**config.mk**
```make
export PLATFORM = sky130hd
export DESIGN_NAME = pipeline_set_controller
export DESIGN_NICKNAME = d
export VERILOG_FILES = /design/src/rtl/pipeline_set_controller.sv
export SDC_FILE = /design/constraint.sdc
export NUM_CORES = 1
export LEC_CHECK = 0
export CAP_MARGIN = 20
export CORE_ASPECT_RATIO = 0.7
export CORE_MARGIN = 8
export CORE_UTILIZATION = 30
export CTS_CLUSTER_SIZE = 25
export DETAILED_ROUTE_END_ITERATION = 16
export PLACE_DENSITY = 0.64
export SYNTH_ARGS = -nofsm -noshare
export SYNTH_HDL_FRONTEND = slang
export SYNTH_SLANG_ARGS = --single-unit
```
**constraint.sdc**
```tcl
create_clock -name clk_i -period 3.1 [get_ports clk_i]
set_input_delay 0.775 -clock clk_i [delete_from_list [all_inputs] [get_ports clk_i]]
set_output_delay 0.775 -clock clk_i [all_outputs]
set_load 0.02 [all_outputs]
```
**src/rtl/pipeline_set_controller.sv**
```systemverilog
// pipeline_set_controller
//   Sequencer for a settable ring of pipeline registers. Gathers one seed word
//   per stage over a valid/ready port, then on start strobes set for a cycle,
//   lets the ring circulate for a programmed number of cycles and pulses done.
//   Everything except cfg_ready_o is registered; the output flops are decoded
//   from the next state so each one tracks the state it belongs to.
module pipeline_set_controller #(
  parameter int BIT_WIDTH        = 8,
  parameter int NUMBER_OF_STAGES = 4,
  parameter int COUNT_WIDTH      = 16
) (
  input  logic                                  clk_i,
  input  logic                                  reset_n_i,
  input  logic                                  cfg_valid_i,
  input  logic [BIT_WIDTH-1:0]                  cfg_data_i,
  output logic                                  cfg_ready_o,
  input  logic                                  start_i,
  input  logic [COUNT_WIDTH-1:0]                run_cycles_i,
  input  logic                                  abort_i,
  output logic                                  set_o,
  output logic [BIT_WIDTH*NUMBER_OF_STAGES-1:0] set_data_o,
  output logic                                  armed_o,
  output logic                                  busy_o,
  output logic                                  done_o
);

  // Index must be at least one bit wide even for a single-stage ring.
  localparam int IDX_W = (NUMBER_OF_STAGES > 1) ? $clog2(NUMBER_OF_STAGES) : 1;
  localparam logic [IDX_W-1:0] LAST_IDX = IDX_W'(NUMBER_OF_STAGES - 1);
  localparam int DW = BIT_WIDTH * NUMBER_OF_STAGES;

  typedef enum logic [2:0] {
    S_IDLE  = 3'd0,
    S_LOAD  = 3'd1,
    S_ARMED = 3'd2,
    S_SET   = 3'd3,
    S_RUN   = 3'd4,
    S_DONE  = 3'd5
  } state_e;

  state_e                 state_q, state_d;
  logic [IDX_W-1:0]       idx_q, idx_d;
  logic [COUNT_WIDTH-1:0] cnt_q, cnt_d;
  logic [DW-1:0]          set_data_q, set_data_d;
  logic                   set_q, armed_q, busy_q, done_q;

  logic                   cfg_hs;
  logic                   wr_en;
  logic [IDX_W-1:0]       wr_idx;

  // Abort suppresses the handshake so a word offered alongside it is dropped.
  assign cfg_ready_o = ((state_q == S_IDLE) || (state_q == S_LOAD)) && !abort_i;
  assign cfg_hs      = cfg_valid_i && cfg_ready_o;

  // Next-state logic: seed collection, start acceptance and run countdown.
  always_comb begin
    state_d = state_q;
    idx_d   = idx_q;
    cnt_d   = cnt_q;
    wr_en   = 1'b0;
    wr_idx  = idx_q;

    unique case (state_q)
      S_IDLE: begin
        if (cfg_hs) begin
          wr_en  = 1'b1;
          wr_idx = '0;
          if (NUMBER_OF_STAGES == 1) begin
            idx_d   = '0;
            state_d = S_ARMED;
          end else begin
            idx_d   = IDX_W'(1);
            state_d = S_LOAD;
          end
        end
      end

      S_LOAD: begin
        if (cfg_hs) begin
          wr_en = 1'b1;
          if (idx_q == LAST_IDX) begin
            idx_d   = '0;
            state_d = S_ARMED;
          end else begin
            idx_d = idx_q + IDX_W'(1);
          end
        end
      end

      // Run length is captured here so later changes on run_cycles_i are inert.
      S_ARMED: begin
        if (start_i) begin
          cnt_d   = run_cycles_i;
          state_d = S_SET;
        end
      end

      S_SET: begin
        if (cnt_q == '0) state_d = S_DONE;
        else             state_d = S_RUN;
      end

      // Exit on the cycle the counter reads 1, so RUN lasts exactly the
      // programmed length and the counter stops at 0 rather than wrapping.
      S_RUN: begin
        cnt_d = cnt_q - COUNT_WIDTH'(1);
        if (cnt_q <= COUNT_WIDTH'(1)) begin
          cnt_d   = '0;
          state_d = S_DONE;
        end
      end

      S_DONE:  state_d = S_IDLE;

      default: state_d = S_IDLE;
    endcase

    // Abort overrides everything, including a start seen in ARMED.
    if (abort_i) begin
      state_d = S_IDLE;
      idx_d   = '0;
      cnt_d   = '0;
    end
  end

  // Seed word write into the packed stage image.
  always_comb begin
    set_data_d = set_data_q;
    for (int i = 0; i < NUMBER_OF_STAGES; i++) begin
      if (wr_en && (wr_idx == IDX_W'(i)))
        set_data_d[i*BIT_WIDTH +: BIT_WIDTH] = cfg_data_i;
    end
  end

  // State, index, counter and seed image registers.
  always_ff @(posedge clk_i) begin
    if (!reset_n_i) begin
      state_q    <= S_IDLE;
      idx_q      <= '0;
      cnt_q      <= '0;
      set_data_q <= '0;
    end else begin
      state_q    <= state_d;
      idx_q      <= idx_d;
      cnt_q      <= cnt_d;
      set_data_q <= set_data_d;
    end
  end

  // Registered status outputs, decoded from the state being entered.
  always_ff @(posedge clk_i) begin
    if (!reset_n_i) begin
      set_q   <= 1'b0;
      armed_q <= 1'b0;
      busy_q  <= 1'b0;
      done_q  <= 1'b0;
    end else begin
      set_q   <= (state_d == S_SET);
      armed_q <= (state_d == S_ARMED);
      busy_q  <= (state_d == S_SET) || (state_d == S_RUN);
      done_q  <= (state_d == S_DONE);
    end
  end

  assign set_o      = set_q;
  assign set_data_o = set_data_q;
  assign armed_o    = armed_q;
  assign busy_o     = busy_q;
  assign done_o     = done_q;

endmodule
```
Word-level counts from Yosys, hierarchy flattened
Index checks and enable logic that the tools add are counted.
- equal/unequal tests: 15
- add/subtract/negate cells: 2
- reductions and logical operators: 18
- order comparisons: 1
- multiplexer cells: 19
- bitwise operators: 1
- operators with widths (cell ; number):
    $mux W16 ; 2
    $pmux W16 S2 ; 1
    $mux W3 ; 6
    $le A16 B1 Y1 const B ; 1
    $logic_not A16 Y1 ; 1
    $sub A16 B1 Y16 const B ; 1
    $pmux W3 S5 ; 1
    $eq A3 B2 Y1 const B ; 4
    $mux W2 ; 5
    $eq A3 B3 Y1 const B ; 3
    $eq A2 B2 Y1 const B ; 3
    $logic_and A1 B1 Y1 ; 6
    $ne A2 B2 Y1 const B ; 3
    $pmux W2 S2 ; 1
    $reduce_bool A2 Y1 ; 2
    $reduce_or A2 Y1 ; 2
    $eq A3 B1 Y1 const B ; 1
    $logic_not A3 Y1 ; 1
    $mux W1 ; 3
    $reduce_and A3 Y1 ; 1
    $add A2 B1 Y2 const B ; 1
    $eq A2 B1 Y1 const B ; 1
    $logic_not A2 Y1 ; 1
    $logic_or A1 B1 Y1 ; 2
    3 further kinds ; 3
- output and inout bits: 37
- register bits after elaboration: 57
- input port bits: 29
- logic and storage cells: 67

Depth between registers and ports, before layout
- word-level depth: 9
- mapped depth: 8
- mapped depth without buffers: 7

Worst setup path after synthesis
No wires, ideal clock.
- path type: input to register
- start: input port cfg_valid_i
- end: register set_data_q[24], in the netlist set_data_o[24]
- required time: 2982 ps
- buffers on the path: 0
- arrival: 1958 ps
- cell stages on the path: 5
- path slack: 1024 ps
- library setup time: 118 ps
- cell sequence: nor2b_1 nor3b_2 nand4_1 mux2i_1 nor2b_1
- cells in the longest elaborated chain, start to end: 5
- elaborated cells on any way between the ends: 7
- those cells by class: 1 x eq/ne; 4 x mux; 2 x reduce/logical
- ends and longest elaborated chain (what ; RTL line ; RTL):
    start: declaration ; 14 ; input logic cfg_valid_i,
    $logic_and A1 B1 Y1 * ; 53 ; assign cfg_hs = cfg_valid_i && cfg_ready_o;
    $mux W2 ; 65 ; if (cfg_hs) begin
    $mux W2 ; 63 ; unique case (state_q)
    $eq A2 B2 Y1 ; 130 ; if (wr_en && (wr_idx == IDX_W'(i)))
    $logic_and A1 B1 Y1 * ; 130 ;
    end signal: assignment ; 146 ; set_data_q <= set_data_d;
    end: declaration ; 44 ; logic [DW-1:0] set_data_q, set_data_d;
Mark *: on every way between the ends. The rest lies on a longest branch, timed or not.
A chain may end at the register's enable or synchronous reset.

Worst setup path after layout
- start: input port abort_i
- end: output port cfg_ready_o
- cells in the longest elaborated chain, start to end: 2
- ends and longest elaborated chain (what ; RTL line ; RTL):
    start: declaration ; 19 ; input logic abort_i,
    $logic_not A1 Y1 ; 52 ; assign cfg_ready_o = ((state_q == S_IDLE) || (state_q == S_LOAD)) && !abort_i;
    $logic_and A1 B1 Y1 ; 52 ;
    end: declaration ; 16 ; output logic cfg_ready_o,
No other way between the ends.

==> metrics.txt <==
grt total ovfl=0; Lkg Pwr=1.614 nW; period utilization=0.9239; Synth Flop Type=dfxtp_1; worst IR drop on VDD=around 0.3 mV; GR Util met2=0.1968; crit path kind=in -> out; Layout fillers=883; setup_tns=0 ns; grt peak-use layer=met2; synth unique cells=52; RSZ-0062 raised after global routing=false; gp weighted congestion=0.8567; Seq cells post-synth=57; wire length per cell=15.66 µm; CP Max Fanout=6; Die Y-Extent=between 90 and 100 µm; Row Count=29; # setup viols final=0; Data arrival, critical path=2.09 ns; Fin Hold WS=0.5170 ns; Post CTS Setup Buffer Count=0; sequential area share after synthesis=0.4151; Synth warnings=0; Skew-Pair Late Insertion Delay=around 0.32 ns; I/O pin total=66; layout cell share with drive strength beyond 1=0.1135; via-per-instance ratio=about 4.8; Crit path required time=2.32 ns; CTS max path bufs=2; Post-Place Cells=478; CTS Root Cell=clkbuf_16; Mapped Nets=325; post-CTS resize count=0; Clock Sinks=between 50 and 60; Synth async-reset ratio=0; EDFF count, synth=0; DP HPWL=5797 µm; area of the core=8999 µm²; initial DRC count=159; GRT Total Usage=0.1277; final hold violation count=0; DRT Pass-1 Iters=5; max-cap check violation count=0; Hold WC Path Type=reg -> reg; Worst Setup End Kind=primary output; pwr/cell area=467.8 nW/µm²; Hold Path Origin=set_data_o[27]$_SDFFE_PN0P_; met1 Use GR=0.1665; Mapped Cells=293; area growth from synthesis to layout=40.33%; n_diodes=0; vias in the first global route=2379; met3 Usage GRT=0.03486; Total Die Area=12530 µm²; hold path cells=2; r2r setup slk=0.84 ns; CTS clk-pin slew, worst paths=0.05 ns; hold worst-path end=set_data_o[27]$_SDFFE_PN0P_; Post-CTS Hold Fix Bufs=0; Slew HR=0.5491; H-Tree Depth=3; Initial Utilization=0.3055; final core occ=0.4287; Chip Width=130.4 µm; Clock Skew=0.009641 ns; Post-Syn Area=2749 µm²; final worst path period need=2.864 ns; outcome=completed; Total Wirelength=7734 µm; Setup crit start kind=input pin; FF-to-FF Start=state_q[2]$_SDFF_PN0_; # DRC=0; Max Slew Vio Count=0; count of input and output buffers=65; r2r endpoint=cnt_q[1]$_SDFFE_PP0P_; initial antenna violation count=0; Non-Filler Instances=roughly 500; first-pass GRT wire length=12520 µm; average cell area after synthesis=between 9 and 10 µm²; reg2reg path depth=4; CTS buffer count=9; antenna-violating nets left=0; nets=roughly 400; FMAX=between 300 and 400 MHz; CTS tree=done; Least-Margin Pin Slew=0.6763 ns; via count=roughly 2400; largest net degree at the start of global routing=34
-- power by group --
group	internal, mW	leakage (nW)	switching [mW]
clock	0.619	0.139	0.333
sequential	0.740	0.460	0.00517
combinational	0.0624	1.01	0.0446
-- critical path: stages --
cell             delay (ns)
clkdlybuf4s50_1        0.49
nor3_1                 0.18
clkdlybuf4s50_1        0.64
-- stage by stage --
stage | instance area (µm²) | total power [mW] | setup WS [ns]
floorplan | 2749 | 0.8007 | 1.024
global placement | 3568 | 0.8657 | 0.2389
detailed placement | 3568 | 0.8671 | 0.2300
CTS | 3857 | 1.825 | 0.2299
global route | 3857 | 1.878 | 0.1474
finish | 3857 | 1.805 | 0.2360
-- cell usage after synthesis (2+ instances only) --
cell / n / area [µm²]
nor3_1: 5 / 25.02
mux2i_1: 34 / 340.3
a21oi_1: 13 / 65.06
ha_1: 3 / 37.54
or4_4: 2 / 22.52
a221oi_1: 2 / 17.52
and3_1: 4 / 25.02
nor3b_1: 2 / 15.01
or4_1: 3 / 22.52
a31oi_1: 6 / 37.54
nand2_2: 2 / 12.51
nand3_1: 9 / 45.04
inv_1: 5 / 18.77
a211oi_1: 3 / 22.52
nand2_1: 19 / 71.32
nand2b_1: 4 / 25.02
dfxtp_1: 57 / 1141
buf_6: 2 / 22.52
nor2b_1: 35 / 219.0
nand3b_1: 2 / 15.01
nand4b_1: 3 / 26.28
o21ai_0: 7 / 35.03
nor4_4: 3 / 63.81
buf_2: 4 / 20.02
a22oi_1: 2 / 15.01
and2_1: 3 / 18.77
nand4_1: 2 / 12.51
o311ai_0: 2 / 17.52
nor4_1: 3 / 18.77
nor2_1: 13 / 48.80
o22ai_1: 8 / 50.05
clkbuf_1: 11 / 41.29
-- metal layers --
metal  part of all wire  up-vias  wire, µm
li1                   -     1214         -
met1               0.45     1118      3468
met2               0.48       48      3712
met3              0.058       10       451
met4              0.013        0       102
met5                  0        -         0
-- layout by cell type (no fill, tap or decap), types with 3 or more instances in the layout --
cell type	count
clkdlybuf4s50_1	65
dfxtp_1	57
nor2b_1	35
mux2i_1	34
nand2_1	19
a21oi_1	13
nor2_1	13
buf_4	13
nand3_1	9
clkbuf_16	9
o22ai_1	8
o21ai_0	7
a31oi_1	6
inv_1	5
nor3_1	5
nand2b_1	4
and3_1	4
nand4b_1	3
nor4_4	3
nor4_1	3
a211oi_1	3
and2_1	3
or4_1	3
ha_1	3
-- layout make-up --
type | count | area [µm²] | area share
Clock inverter | 5 | 56.30 | 0.01460
Sequential cell | 57 | 1141 | 0.2958
Clock buffer | 11 | 232.7 | 0.06033
Tap cell | 124 | 155.1 | 0.04022
Inverter | 5 | 18.77 | 0.004865
Multi-Input combinational cell | 214 | 1505 | 0.3902
Timing Repair Buffer | 78 | 748.2 | 0.1940
-- flip-flops by register name, indices dropped and copies added, names as in the netlist --
signal and flops:
idx_q 2, cnt_q 16, set_data_o 32, done_o 1, busy_o 1, armed_o 1, state_q 3, set_o 1
-- kinds of logic after synthesis --
logic type | after synthesis | share of synthesized area
AO/OA/AOI/OAI | 52 | 0.1243
XOR/XNOR | 2 | 0.006373
adder cells (fa/ha/maj) | 3 | 0.01366
buffers and inverters | 22 | 0.03732
flip-flops | 57 | 0.4151
multiplexers | 35 | 0.1279
AND/OR/NAND/NOR | 122 | 0.2754
-- worst max-delay path by stage --
stage / to / depth (start not counted) / slack [ns] / startpoint
after global routing: cfg_ready_o / 3 / 0.15 / abort_i
after global placement: cfg_ready_o / 3 / 0.24 / abort_i
final: cfg_ready_o / 3 / 0.24 / abort_i
after detailed placement: cfg_ready_o / 3 / 0.23 / abort_i
after floorplan: set_data_o[24]$_SDFFE_PN0P_ / 5 / 1.02 / cfg_valid_i
after CTS: cfg_ready_o / 3 / 0.23 / abort_i
No activity file was read; power rests on OpenSTA's default activity.
